$ cat config.mk
export PLATFORM = sky130hd
export DESIGN_NAME = word_dispatch
export DESIGN_NICKNAME = d
export VERILOG_FILES = /design/src/rtl/word_dispatch_pkg.sv /design/src/rtl/word_dispatch_match_scanner.sv /design/src/rtl/word_dispatch.sv
export SDC_FILE = /design/constraint.sdc
export NUM_CORES = 1
export LEC_CHECK = 0
export BUFFER_PORTS_ARGS = -buffer_cell sky130_fd_sc_hd__buf_4
export CAP_MARGIN = 25
export CORE_MARGIN = 1.5
export CORE_UTILIZATION = 40
export DETAILED_ROUTE_END_ITERATION = 6
export SLEW_MARGIN = 15
export SYNTH_ARGS = -nofsm -noshare
export SYNTH_HDL_FRONTEND = slang
export SYNTH_SLANG_ARGS = --single-unit
$ cat constraint.sdc
create_clock -name i_word_dispatch_clk -period 3 [get_ports i_word_dispatch_clk]
set_clock_uncertainty 0.2 [all_clocks]
set_input_delay 0.45 -clock i_word_dispatch_clk [delete_from_list [all_inputs] [get_ports i_word_dispatch_clk]]
set_output_delay 0.45 -clock i_word_dispatch_clk [all_outputs]
set_load 0.005 [all_outputs]
$ cat src/rtl/word_dispatch_pkg.sv
// word_dispatch_pkg: shared sizes and FSM encoding
// for the word dispatcher and its match scanner.
package word_dispatch_pkg;

  localparam int CHAR_W    = 8;
  localparam int MAX_LEN   = 15;
  localparam int WORD_W    = CHAR_W * MAX_LEN;
  localparam int DICT_SIZE = 500;
  localparam int IDX_W     = 9;

  typedef enum logic [2:0] {
    ST_COLLECT,
    ST_START,
    ST_WAIT,
    ST_SCAN,
    ST_DONE
  } state_e;

endpackage

$ cat src/rtl/word_dispatch_match_scanner.sv
// match_scanner: walks the captured match mask and streams
// matched indices over valid/ready. WORD_DISPATCH_FIRST_ONLY_EN stops at first hit.
module match_scanner
  import word_dispatch_pkg::*;
#(
  parameter int NUM = DICT_SIZE,
  parameter int IW  = IDX_W
) (
  input  logic           clk_i,
  input  logic           rst_ni,
  input  logic           load_i,
  input  logic [NUM-1:0] match_i,
  input  logic           scan_i,
  input  logic           clr_cnt_i,
  input  logic           ready_i,
  output logic           valid_o,
  output logic [IW-1:0]  idx_o,
  output logic [IW-1:0]  count_o,
  output logic           end_o
);

  logic [NUM-1:0] mask_q, mask_d;
  logic [IW-1:0]  p_q, p_d;
  logic [IW-1:0]  cnt_q, cnt_d;
  logic           hit;
  logic           hs;
  logic           retire;
  logic           last;

  assign hit    = scan_i & mask_q[p_q];
  assign hs     = hit & ready_i;
  assign retire = scan_i & (~mask_q[p_q] | ready_i);
  assign last   = (p_q == IW'(NUM - 1));

`ifdef WORD_DISPATCH_FIRST_ONLY_EN
  assign end_o = hs | (retire & last);
`else
  assign end_o = retire & last;
`endif

  assign valid_o = hit;
  assign idx_o   = p_q;
  assign count_o = cnt_q;

  always_comb begin
    mask_d = mask_q;
    p_d    = p_q;
    cnt_d  = cnt_q;
    if (load_i) begin
      mask_d = match_i;
      p_d    = '0;
    end else if (retire && !last) begin
      p_d = p_q + 1'b1;
    end
    if (clr_cnt_i) begin
      cnt_d = '0;
    end else if (hs) begin
      cnt_d = cnt_q + 1'b1;
    end
  end

  always_ff @(posedge clk_i or negedge rst_ni) begin
    if (!rst_ni) begin
      mask_q <= '0;
      p_q    <= '0;
      cnt_q  <= '0;
    end else begin
      mask_q <= mask_d;
      p_q    <= p_d;
      cnt_q  <= cnt_d;
    end
  end

endmodule

$ cat src/rtl/word_dispatch.sv
// word_dispatch: collects letters into a word, hands it to the similarity
// engine, then streams matched indices. Option: WORD_DISPATCH_FIRST_ONLY_EN.
module word_dispatch #(
  parameter int CHAR_W    = 8,
  parameter int MAX_LEN   = 15,
  parameter int DICT_SIZE = 500
) (
  input  logic                         i_word_dispatch_clk,
  input  logic                         i_word_dispatch_rst_n,
  input  logic                         i_word_dispatch_char_valid,
  input  logic [CHAR_W-1:0]            i_word_dispatch_char,
  output logic                         o_word_dispatch_char_ready,
  input  logic                         i_word_dispatch_eow,
  input  logic                         i_word_dispatch_clear,
  output logic                         o_word_dispatch_sim_start,
  output logic [CHAR_W*MAX_LEN-1:0]    o_word_dispatch_sim_word,
  input  logic                         i_word_dispatch_sim_finish,
  input  logic [DICT_SIZE-1:0]         i_word_dispatch_sim_match,
  output logic                         o_word_dispatch_idx_valid,
  output logic [$clog2(DICT_SIZE)-1:0] o_word_dispatch_idx,
  input  logic                         i_word_dispatch_idx_ready,
  output logic                         o_word_dispatch_done,
  output logic [$clog2(DICT_SIZE)-1:0] o_word_dispatch_count
);

  import word_dispatch_pkg::*;

  localparam int WW = CHAR_W * MAX_LEN;
  localparam int LW = $clog2(MAX_LEN + 1);
  localparam int IW = $clog2(DICT_SIZE);

  state_e        state_q, state_d;
  logic [WW-1:0] word_q, word_d;
  logic [LW-1:0] len_q, len_d;
  logic          ready;
  logic          load;
  logic          clr_cnt;
  logic          scan;
  logic          scan_end;

  assign scan = (state_q == ST_SCAN);

  always_comb begin
    state_d = state_q;
    word_d  = word_q;
    len_d   = len_q;
    ready   = 1'b0;
    load    = 1'b0;
    clr_cnt = 1'b0;
    o_word_dispatch_sim_start = 1'b0;
    o_word_dispatch_done      = 1'b0;
    unique case (state_q)
      ST_COLLECT: begin
        ready = (len_q < LW'(MAX_LEN));
        if (i_word_dispatch_clear) begin
          word_d = '0;
          len_d  = '0;
        end else if (i_word_dispatch_char_valid && ready) begin
          word_d = {word_q[WW-CHAR_W-1:0], i_word_dispatch_char};
          len_d  = len_q + 1'b1;
        end
        // a letter arriving with eow counts toward the word
        if (i_word_dispatch_eow && (len_d != '0)) begin
          state_d = ST_START;
        end
      end
      ST_START: begin
        o_word_dispatch_sim_start = 1'b1;
        clr_cnt = 1'b1;
        state_d = ST_WAIT;
      end
      ST_WAIT: begin
        if (i_word_dispatch_sim_finish) begin
          load    = 1'b1;
          state_d = ST_SCAN;
        end
      end
      ST_SCAN: begin
        if (scan_end) begin
          state_d = ST_DONE;
        end
      end
      ST_DONE: begin
        o_word_dispatch_done = 1'b1;
        word_d  = '0;
        len_d   = '0;
        state_d = ST_COLLECT;
      end
      default: begin
        state_d = ST_COLLECT;
      end
    endcase
  end

  always_ff @(posedge i_word_dispatch_clk or negedge i_word_dispatch_rst_n) begin
    if (!i_word_dispatch_rst_n) begin
      state_q <= ST_COLLECT;
      word_q  <= '0;
      len_q   <= '0;
    end else begin
      state_q <= state_d;
      word_q  <= word_d;
      len_q   <= len_d;
    end
  end

  assign o_word_dispatch_char_ready = ready;
  assign o_word_dispatch_sim_word   = word_q;

  match_scanner #(
    .NUM (DICT_SIZE),
    .IW  (IW)
  ) u_scan (
    .clk_i     (i_word_dispatch_clk),
    .rst_ni    (i_word_dispatch_rst_n),
    .load_i    (load),
    .match_i   (i_word_dispatch_sim_match),
    .scan_i    (scan),
    .clr_cnt_i (clr_cnt),
    .ready_i   (i_word_dispatch_idx_ready),
    .valid_o   (o_word_dispatch_idx_valid),
    .idx_o     (o_word_dispatch_idx),
    .count_o   (o_word_dispatch_count),
    .end_o     (scan_end)
  );

endmodule

## After elaboration in Yosys (flattened, before gate mapping)

Cells that the tools add are included.

| storage, ports and cells | value |
|---|---|
| register bits after elaboration | 645 |
| bits of input ports | 515 |
| output and inout port bits | 142 |
| logic and storage cells | 59 |

| cells by class | value |
|---|---|
| $add $sub $neg | 3 |
| magnitude comparators | 2 |
| eq/ne operators | 9 |
| muxes and demuxes | 22 |
| bitwise operators | 6 |
| reduce and logical (&&, ||, !) cells | 11 |

Operators by type and width:

| cell | count |
|---|---|
| 120-bit 2-to-1 mux | 2 |
| 120-bit case mux with 2 select lines | 1 |
| 9-bit 2-to-1 mux | 4 |
| 9-bit by 1-bit adder with 9-bit output, second input constant | 2 |
| 4-bit 2-to-1 mux | 3 |
| 3-bit case mux with 4 select lines | 1 |
| 9-bit by 10-bit < comparator with 1-bit output, second input constant | 1 |
| 1-bit binary-select mux with 9-bit select | 1 |
| 9-bit equality test, second input constant | 1 |
| 3-bit 2-to-1 mux | 3 |
| 4-bit case mux with 2 select lines | 1 |
| 3-bit by 2-bit equality test with 1-bit output, second input constant | 2 |
| 1-bit 2-to-1 mux | 6 |
| 2-bit != test, second input constant | 3 |
| 2-bit nonzero test | 3 |
| 4-bit by 1-bit adder with 4-bit output, second input constant | 1 |
| 1-bit bitwise AND | 4 |
| 4-bit < comparator, second input constant | 1 |
| 4-bit nonzero test | 1 |
| 3-bit by 1-bit equality test with 1-bit output, second input constant | 1 |
| 3-bit equality test, second input constant | 1 |
| 1-bit logical AND | 3 |
| 3-bit logical NOT | 1 |
| 3-bit != test, second input constant | 1 |
| 5 further kinds | 5 |

## Depth between registers and ports, before layout

Gate-level depths: netlist of run 1.

| logic depth | value |
|---|---|
| depth after elaboration | 9 |
| gate-level depth with buffers | 15 |
| depth with buffers taken out | 9 |

## By module

From an unflattened synthesis of run 1, not the netlist that was laid out.

| unflattened totals | value |
|---|---|
| cells, all modules | 2121 |
| area total of the unflattened synthesis | 29662.2 µm² |

By module, submodules not included:

| module | instances | cells an instance | area an instance (µm²) | seq. area each (µm²) |
|---|---|---|---|---|
| match_scanner | 1 | 1536 | 23661.4 | 12962.4 |
| word_dispatch | 1 | 585 | 6000.8 | 3178.0 |

## Worst setup path before layout of run 1

OpenSTA, ideal clock, no wires.

| path | value |
|---|---|
| kind | reg-to-reg |
| from | reg u_scan.p_q[0] (netlist: u_scan.idx_o[0]) |
| to | reg u_scan.p_q[6] (netlist: u_scan.idx_o[6]) |
| library setup time | 0.125 ns |
| arrival | 2.847 ns |
| data required time | 2.675 ns |
| slack | -0.172 ns |
| cell stages (with the launch flop) | 14 |
| path buffers | 5 |
| clock period less this slack | 3.172 ns |
| cells stage by stage | dfrtp_1 buf_6 buf_12 buf_12 buf_12 mux4_1 a221oi_1 o22ai_1 o32ai_1 a32oi_1 nand2b_1 buf_6 and4b_1 mux2_4 |

| between the ends | value |
|---|---|
| cells in the longest elaborated chain, start to end | 7 |
| elaborated cells on any way between the ends | 12 |
| those cells by class | 1 x add/sub; 1 x eq/ne; 4 x mux; 3 x bitwise; 3 x reduce/logical |

RTL lines:

| what | RTL line | text |
|---|---|---|
| start, declared | word_dispatch_match_scanner.sv:23 | `logic [IW-1:0] p_q, p_d;` |
| start signal, assigned | word_dispatch_match_scanner.sv:69 | `p_q <= p_d;` |
| 1-bit binary-select mux with 9-bit select | word_dispatch_match_scanner.sv:32 | `assign retire = scan_i & (~mask_q[p_q] \| ready_i);` |
| 1-bit 2-to-1 mux (not written as such) | word_dispatch_match_scanner.sv:32 |  |
| 1-bit NOT | word_dispatch_match_scanner.sv:32 |  |
| 1-bit OR | word_dispatch_match_scanner.sv:32 |  |
| 1-bit bitwise AND | word_dispatch_match_scanner.sv:32 |  |
| 1-bit logical AND | word_dispatch_match_scanner.sv:52 | `end else if (retire && !last) begin` |
| 2-bit nonzero test (no line) | -- |  |

Parallel ways exist; a longest one is shown, timed or not. The select of a mux whose other input is x is not followed.
A chain may end at the register's enable or synchronous reset.

## Worst setup path in the final report of run 1

| path | value |
|---|---|
| from | reg u_scan.p_q[0] (netlist: u_scan.idx_o[0]) |
| to | out o_word_dispatch_idx_valid |

| between the ends | value |
|---|---|
| cells in the longest elaborated chain, start to end | 3 |

RTL lines:

| what | RTL line | text |
|---|---|---|
| 1-bit binary-select mux with 9-bit select | word_dispatch_match_scanner.sv:30 | `assign hit = scan_i & mask_q[p_q];` |
| 1-bit 2-to-1 mux (not written as such) | word_dispatch_match_scanner.sv:30 |  |
| 1-bit bitwise AND | word_dispatch_match_scanner.sv:30 |  |
| end, declared | word_dispatch.sv:19 | `output logic o_word_dispatch_idx_valid,` |

Every way passes these cells. The select of a mux whose other input is x is not followed.

==> results.ini, run 1 <==
[outcome]
status=finished, violations left
violations=setup timing

[power]
power_frac_comb_pct=38.6
ir_drop_v=0.000451
p_per_area_mw_per_mm2=878
p_switching_mw=13.5
p_int_mw=25.3
p_leak_nw=22.3
sw_frac_of_total_pct=34.8
p_clk_share_pct=24.3
pwr-share-seq_pct=37.1

[worst_setup_path]
rrSetupSlack_ns=-0.45
crit_arrival_ns=3.31
crit_type=flip-flop to output port
startpoint_type=flip-flop
path_max_fanout=7
crit_required_ns=2.35
crit_path_end_kind=output port

[logic_synthesis]
synth_top_cell_area_share_pct=55.3
synth_cell_types=64
synth_flop_cell=dfrtp_1
synth_seq_cells=645
netlist.top_cell.by_area=dfrtp_1
yosys-top-cells-area=dfrtp_1 55%, nand2_1 23%, mux4_2 4.8%
yosys_warnings=0
synth-async-reset-ratio_pct=100
synth_edf_count=0
synth_area_sq_mm=0.0292
yosysSeqAreaShare_pct=55.3
synth_cells=3152
synth_fp_nets=3670
syn_avg_cell_area_sq_um=9.26

[clock_tree]
cts-root-buf=clkbuf_16
tritoncts=built
htreeDepth=3
cts.sink_count=645
clk_latency_ns=0.60
numCtsBuffers=71
clockBufferDepth=3
clk_pin_slew_worst_paths_ns=0.06

[run]
max_cap_viol_count=0

[die]
die-area_sq_mm=0.0746
initial_utilization_pct=40.6
core_sq_mm=0.0719
dieWidth_um=273
ioPinCount=657
rows=98
die_h_um=273

[global_routing]
first_global_vias=27700
grt_overflow=0
antenna_found_initial=9
track_usage_pct=28.5
grt_max_degree=121
grt_first_pass_wirelength_um=162000

[timing]
clock.fmax_mhz=252
finalHoldWorstSlack_ns=0.113
worst_pin_slew_ns=0.624
finalHoldViolCount=0
fin_crit_ns=3.96
setup_viol=22
slew_viol_final=0
fin_crit_sh_pct=132
rsz0062_at_grt=true
relSlewSlack_pct=58.2
setup_slack_ns=-0.964

[finish]
final_layout_size_suffix_gt1_share_pct=24.7
areaGrowthSynthToFinish_pct=51.4
fin_area_sq_mm=0.0442
final.fill_count=5839
fin_util_pct=61.5
fin_nets=4874

[hold_path]
hold_class=input pin to flip-flop

[route]
viasPerCell=5.01
routed_wl_um=108000
dr.pass1.iters=5
drc_errors=0
ant_nets=0
vias=26900
drt_iter0_markers=2142
wire_per_inst_um=20.0

[placement]
gp_congestion=0.872
placed_area_sq_mm=0.0359
place.port_buffers=656
hpwl_um=72900

[layout by cell type (no fill, tap or decap), drive strengths merged, types with 16 or more instances in the layout]
cell type,n
a22oi,28
nor2,16
mux2i,65
clkbuf,107
buf,825
mux4,103
nand2,1790
dfrtp,645
o21ai,123
dlygate4sd3,511
[flip-flops by register name (all words and copies together), names as in the netlist]
register and count:
o_word_dispatch_sim_word 120, u_scan.mask_q 500, state_q 3, len_q 4
u_scan.count_o 9, u_scan.idx_o 9
[layout make-up]
| class | instances | area [sq um] | area share, % |
|---|---|---|---|
| antenna | 9 | 22.5 | 0.0510 |
| clock buffer | 107 | 2150 | 4.86 |
| clock inverter | 20 | 375 | 0.850 |
| inverter | 9 | 33.8 | 0.0765 |
| multi-input combinational | 2293 | 12300 | 27.8 |
| sequential | 645 | 16200 | 36.6 |
| tap | 950 | 1190 | 2.69 |
| timing repair buffer | 1336 | 12000 | 27.1 |
[power groups by stage]
stage / logic [mW] / clock network, mW / registers [mW]
floorplan: 9.06 / 0 / 13.4
global placement: 13.0 / 0 / 14.4
detailed placement: 13.3 / 0 / 14.4
CTS: 14.6 / 9.62 / 14.3
global route: 16.5 / 9.96 / 14.7
finish: 15.0 / 9.44 / 14.4
[worst max-delay path, cell delays in order (launching register included)]
cell,delay (ns)
dfrtp_4,0.54
buf_12,0.17
buf_4,0.13
mux4_2,0.41
mux4_2,0.49
nor2_4,0.13
nor4b_4,0.08
o32ai_4,0.24
a32oi_2,0.17
and2_4,0.22
buf_6,0.11
[logic make-up after synthesis]
logic type	after synthesis	synth area share [%]
simple gates	1887	25.0
flops	645	55.3
compound gates	219	4.60
buf+inv	214	3.61
mux	183	11.3
fa+ha+maj	3	0.129
xor+xnor	1	0.0300
[layer usage]
metal / up-vias / track usage (%) / wire, um
met5: - / 0 / 3
met4: 2 / 14.4 / 5380
met3: 270 / 5.07 / 6440
met2: 971 / 47.1 / 52400
met1: 13000 / 36.1 / 43400
li1: 12600 / - / -
[synthesized netlist by cell type, types with 3 or more instances]
cell type and instances:
o221ai_1 6, buf_6 6, o21ai_0 122, nand4_1 9, nand3b_1 4, buf_12 9
clkbuf_1 162, buf_1 7, a22oi_1 28, nor2_1 16, a311oi_1 3, a22o_1 5
ha_1 3, and3_1 9, mux2_2 14, nand2b_1 9, nor2b_1 9, mux4_2 62
mux2i_1 65, buf_2 14, or2_2 3, dfrtp_1 645, mux4_1 41, and2_1 7
inv_1 8, a21oi_1 15, nand3_1 15, buf_4 5, a31oi_1 7, a211o_1 3
a221oi_1 8, nand2_1 1790
[what timing repair did]
action / CTS / global route
pin swaps: 16 / 21
gates resized for setup: 61 / 46
buffers inserted: 12 / 10
gates cloned: 2 / 0
hold buffers: 511 / 0
setup endpoints to repair: 22 / 22
hold endpoints to repair: 551 / 0
[through the flow]
step	cells	setup WS (ns)	power, mW	TNS, ns
6_report	5369	-0.964	38.8	-8.64
5_1_grt	5368	-1.07	41.2	-10.87
4_1_cts	5351	-1.02	38.6	-8.19
3_5_place_dp	4701	-0.734	27.7	-13.51
3_3_place_gp	4701	-0.728	27.4	-12.64
2_1_floorplan	3152	-0.125	22.5	-0.231
[worst paths after layout]
kind,from,end,cells past startpoint
max in group asynchronous,i_word_dispatch_rst_n,u_scan.mask_q[324],3
worst min register to register,u_scan.mask_q[99],u_scan.mask_q[99],2
min in group asynchronous,i_word_dispatch_rst_n,u_scan.mask_q[298],2
worst min-delay path,i_word_dispatch_sim_finish,state_q[0],5
worst max-delay path,u_scan.idx_o[0],o_word_dispatch_idx_valid,10
worst max register to register,u_scan.idx_o[0],u_scan.count_o[6],13
Power figures use the tool's default switching activity.
==> inputs of run 2 (changes only) <==
CORE_ASPECT_RATIO = 0.6   (was default)
CORE_UTILIZATION = 49   (was 40)
PLACE_DENSITY = 0.76   (was default)
==> run 2 against run 1 <==
  * The flow finishes with violations (DRC, setup timing)
  * Fmax decreased by 2.7%
  * Sequential power barely moved
  * Largest cell class unchanged
  * Combinational power about the same
  * Core utilization up 12 points
  * Highest routed layer unchanged
  * Worst setup slack worse by 0.11 ns
  * Non-clock buffer count shrank 16
  * Critical path depth stayed put
==> results.ini, run 2 (same netlist as run 1, synthesis figures left out) <==
[route]
wire_per_inst_um=21.7
drc_errors=1
routed_wl_um=112000
vias=28600
dr.pass1.iters=7
ant_nets=0
viasPerCell=5.54
drt_iter0_markers=3133

[finish]
multi_input_area_sq_mm=0.0122
final_layout_size_suffix_gt1_share_pct=24.1
final.fill_count=3734
largest_reg_flops=500
top_register=u_scan.mask_q
regArea_sq_mm=0.0162
fin_nets=4845
final_cell_mix=1,788 x nand2_1, 755 x buf_4, 640 x dfrtp_1
final_common_cell=nand2_1
final_cells=5164
areaGrowthSynthToFinish_pct=48.3

[worst_setup_path]
crit_required_ns=2.35
path_max_fanout=5
crit_type=flip-flop to output port
crit_path_end_kind=output port
crit_arrival_ns=3.42
startpoint_type=flip-flop

[timing]
relSlewSlack_pct=35.1
rsz0062_at_grt=true
slew_viol_final=0
setup_slack_ns=-1.07
fin_crit_sh_pct=136
setup_viol=22
finalSetupTns_ns=-10.70
finalHoldViolCount=0
fin_crit_ns=4.07
worst_pin_slew_ns=0.969
clock.fmax_mhz=245

[clock_tree]
tritoncts=built
cts.sink_count=645
htreeDepth=2
clk_latency_ns=0.61
clockBufferDepth=3
numCtsBuffers=58
cts-root-buf=clkbuf_16
clk_pin_slew_worst_paths_ns=0.07

[die]
dieWidth_um=318
die-area_sq_mm=0.0611
ioPinCount=657
rows=69
die_h_um=192
core_sq_mm=0.0591
initial_utilization_pct=49.4

[power]
power_frac_comb_pct=39.5
pwr-share-seq_pct=38.5
p_int_mw=23.9
p_clk_share_pct=21.9
p_switching_mw=13.9
p_per_area_mw_per_mm2=872
p_leak_nw=22.0
ir_drop_v=0.000443
sw_frac_of_total_pct=36.8

[global_routing]
antenna_found_initial=11
grt_max_degree=138
first_global_vias=29100
track_usage_pct=36.1
grt_overflow=0
grt_first_pass_wirelength_um=168000

[run]
max_cap_viol_count=0

[outcome]
status=finished, violations left
violations=DRC, setup timing

[placement]
placed_cells_incl_taps=4527
hpwl_um=68000
gp_congestion=0.879
place.port_buffers=656

[hold_path]
hold_class=input pin to flip-flop

[run 2: cell count changes in the layout (fill, tap and decap cells not counted), sizes merged]
| cell | change |
|---|---|
| inv | -1 |
| dlygate4sd3 | -1 |
| buf | -15 |
| clkbuf | -28 |
| diode | +1 |
| clkinvlp | +2 |
| clkinv | +7 |
| bufinv | -1 |
[run 2: final timing paths]
kind | from | endpoint | slack [ns] | cells past startpoint
max in group asynchronous | i_word_dispatch_rst_n | u_scan.mask_q[7] | 1.39 | 3
worst min-delay path | i_word_dispatch_clear | len_q[2] | 0.04 | 4
worst max-delay path | u_scan.idx_o[0] | o_word_dispatch_idx_valid | -1.07 | 10
min in group asynchronous | i_word_dispatch_rst_n | u_scan.mask_q[299] | 0.20 | 2
worst max register to register | u_scan.idx_o[0] | u_scan.idx_o[6] | -0.58 | 12
worst min register to register | u_scan.mask_q[28] | u_scan.mask_q[28] | 0.27 | 2
[run 2: final cells by class]
class	count	area share, %
clock buffers	79	3.96
diodes	10	0.0578
repair buffers	1320	27.2
flip-flops and latches	645	37.3
clock inverters	27	0.876
well taps	781	2.26
multi-input cells	2293	28.3
inverters	9	0.0781
[run 2: per-stage QoR]
step / instance area [sq um] / setup slack (ns) / hold slack (ns) / utilization, % / total power [mW]
2_1_floorplan: 29200 / -0.125 / -0.0456 / - / 22.5
3_3_place_gp: 35600 / -0.897 / 0.252 / 60.2 / 26.8
3_5_place_dp: 35600 / -0.910 / 0.255 / 60.2 / 27.2
4_1_cts: 43200 / -1.03 / 0.00404 / 73.1 / 36.8
5_1_grt: 43300 / -1.14 / 0.0228 / 73.3 / 39.6
6_report: 43300 / -1.07 / 0.0442 / 73.3 / 37.7
[run 2: layer usage]
| metal | share of wire [%] | global-route usage, % |
|---|---|---|
| met5 | 0.019 | 0 |
| met4 | 5.4 | 17.8 |
| met3 | 9.4 | 9.45 |
| met2 | 47 | 57.4 |
| met1 | 38 | 46.2 |
[run 2: what timing repair did]
action,4_1_cts,5_1_grt
resized for setup,57,22
hold buffers,510,0
setup buffers,8,5
endpoints found under the hold margin,561,0
gates cloned,3,0
pin swaps,21,8
endpoints found under the setup margin,22,22
[run 2: critical path: stages, from the launching register on]
cell	delay, ns
dfrtp_4	0.48
buf_12	0.15
buf_6	0.12
mux4_1	0.61
mux4_2	0.56
nor4bb_1	0.18
a21oi_2	0.18
a32o_2	0.18
a32oi_2	0.06
and2_4	0.18
buf_6	0.11
[run 2: power groups by stage]
stage	sequential [mW]	clock [mW]	combinational (mW)
6_report	14.5	8.28	14.9
5_1_grt	14.8	8.67	16.2
4_1_cts	14.3	8.25	14.2
3_5_place_dp	14.4	0	12.8
3_3_place_gp	14.4	0	12.4
2_1_floorplan	13.4	0	9.06
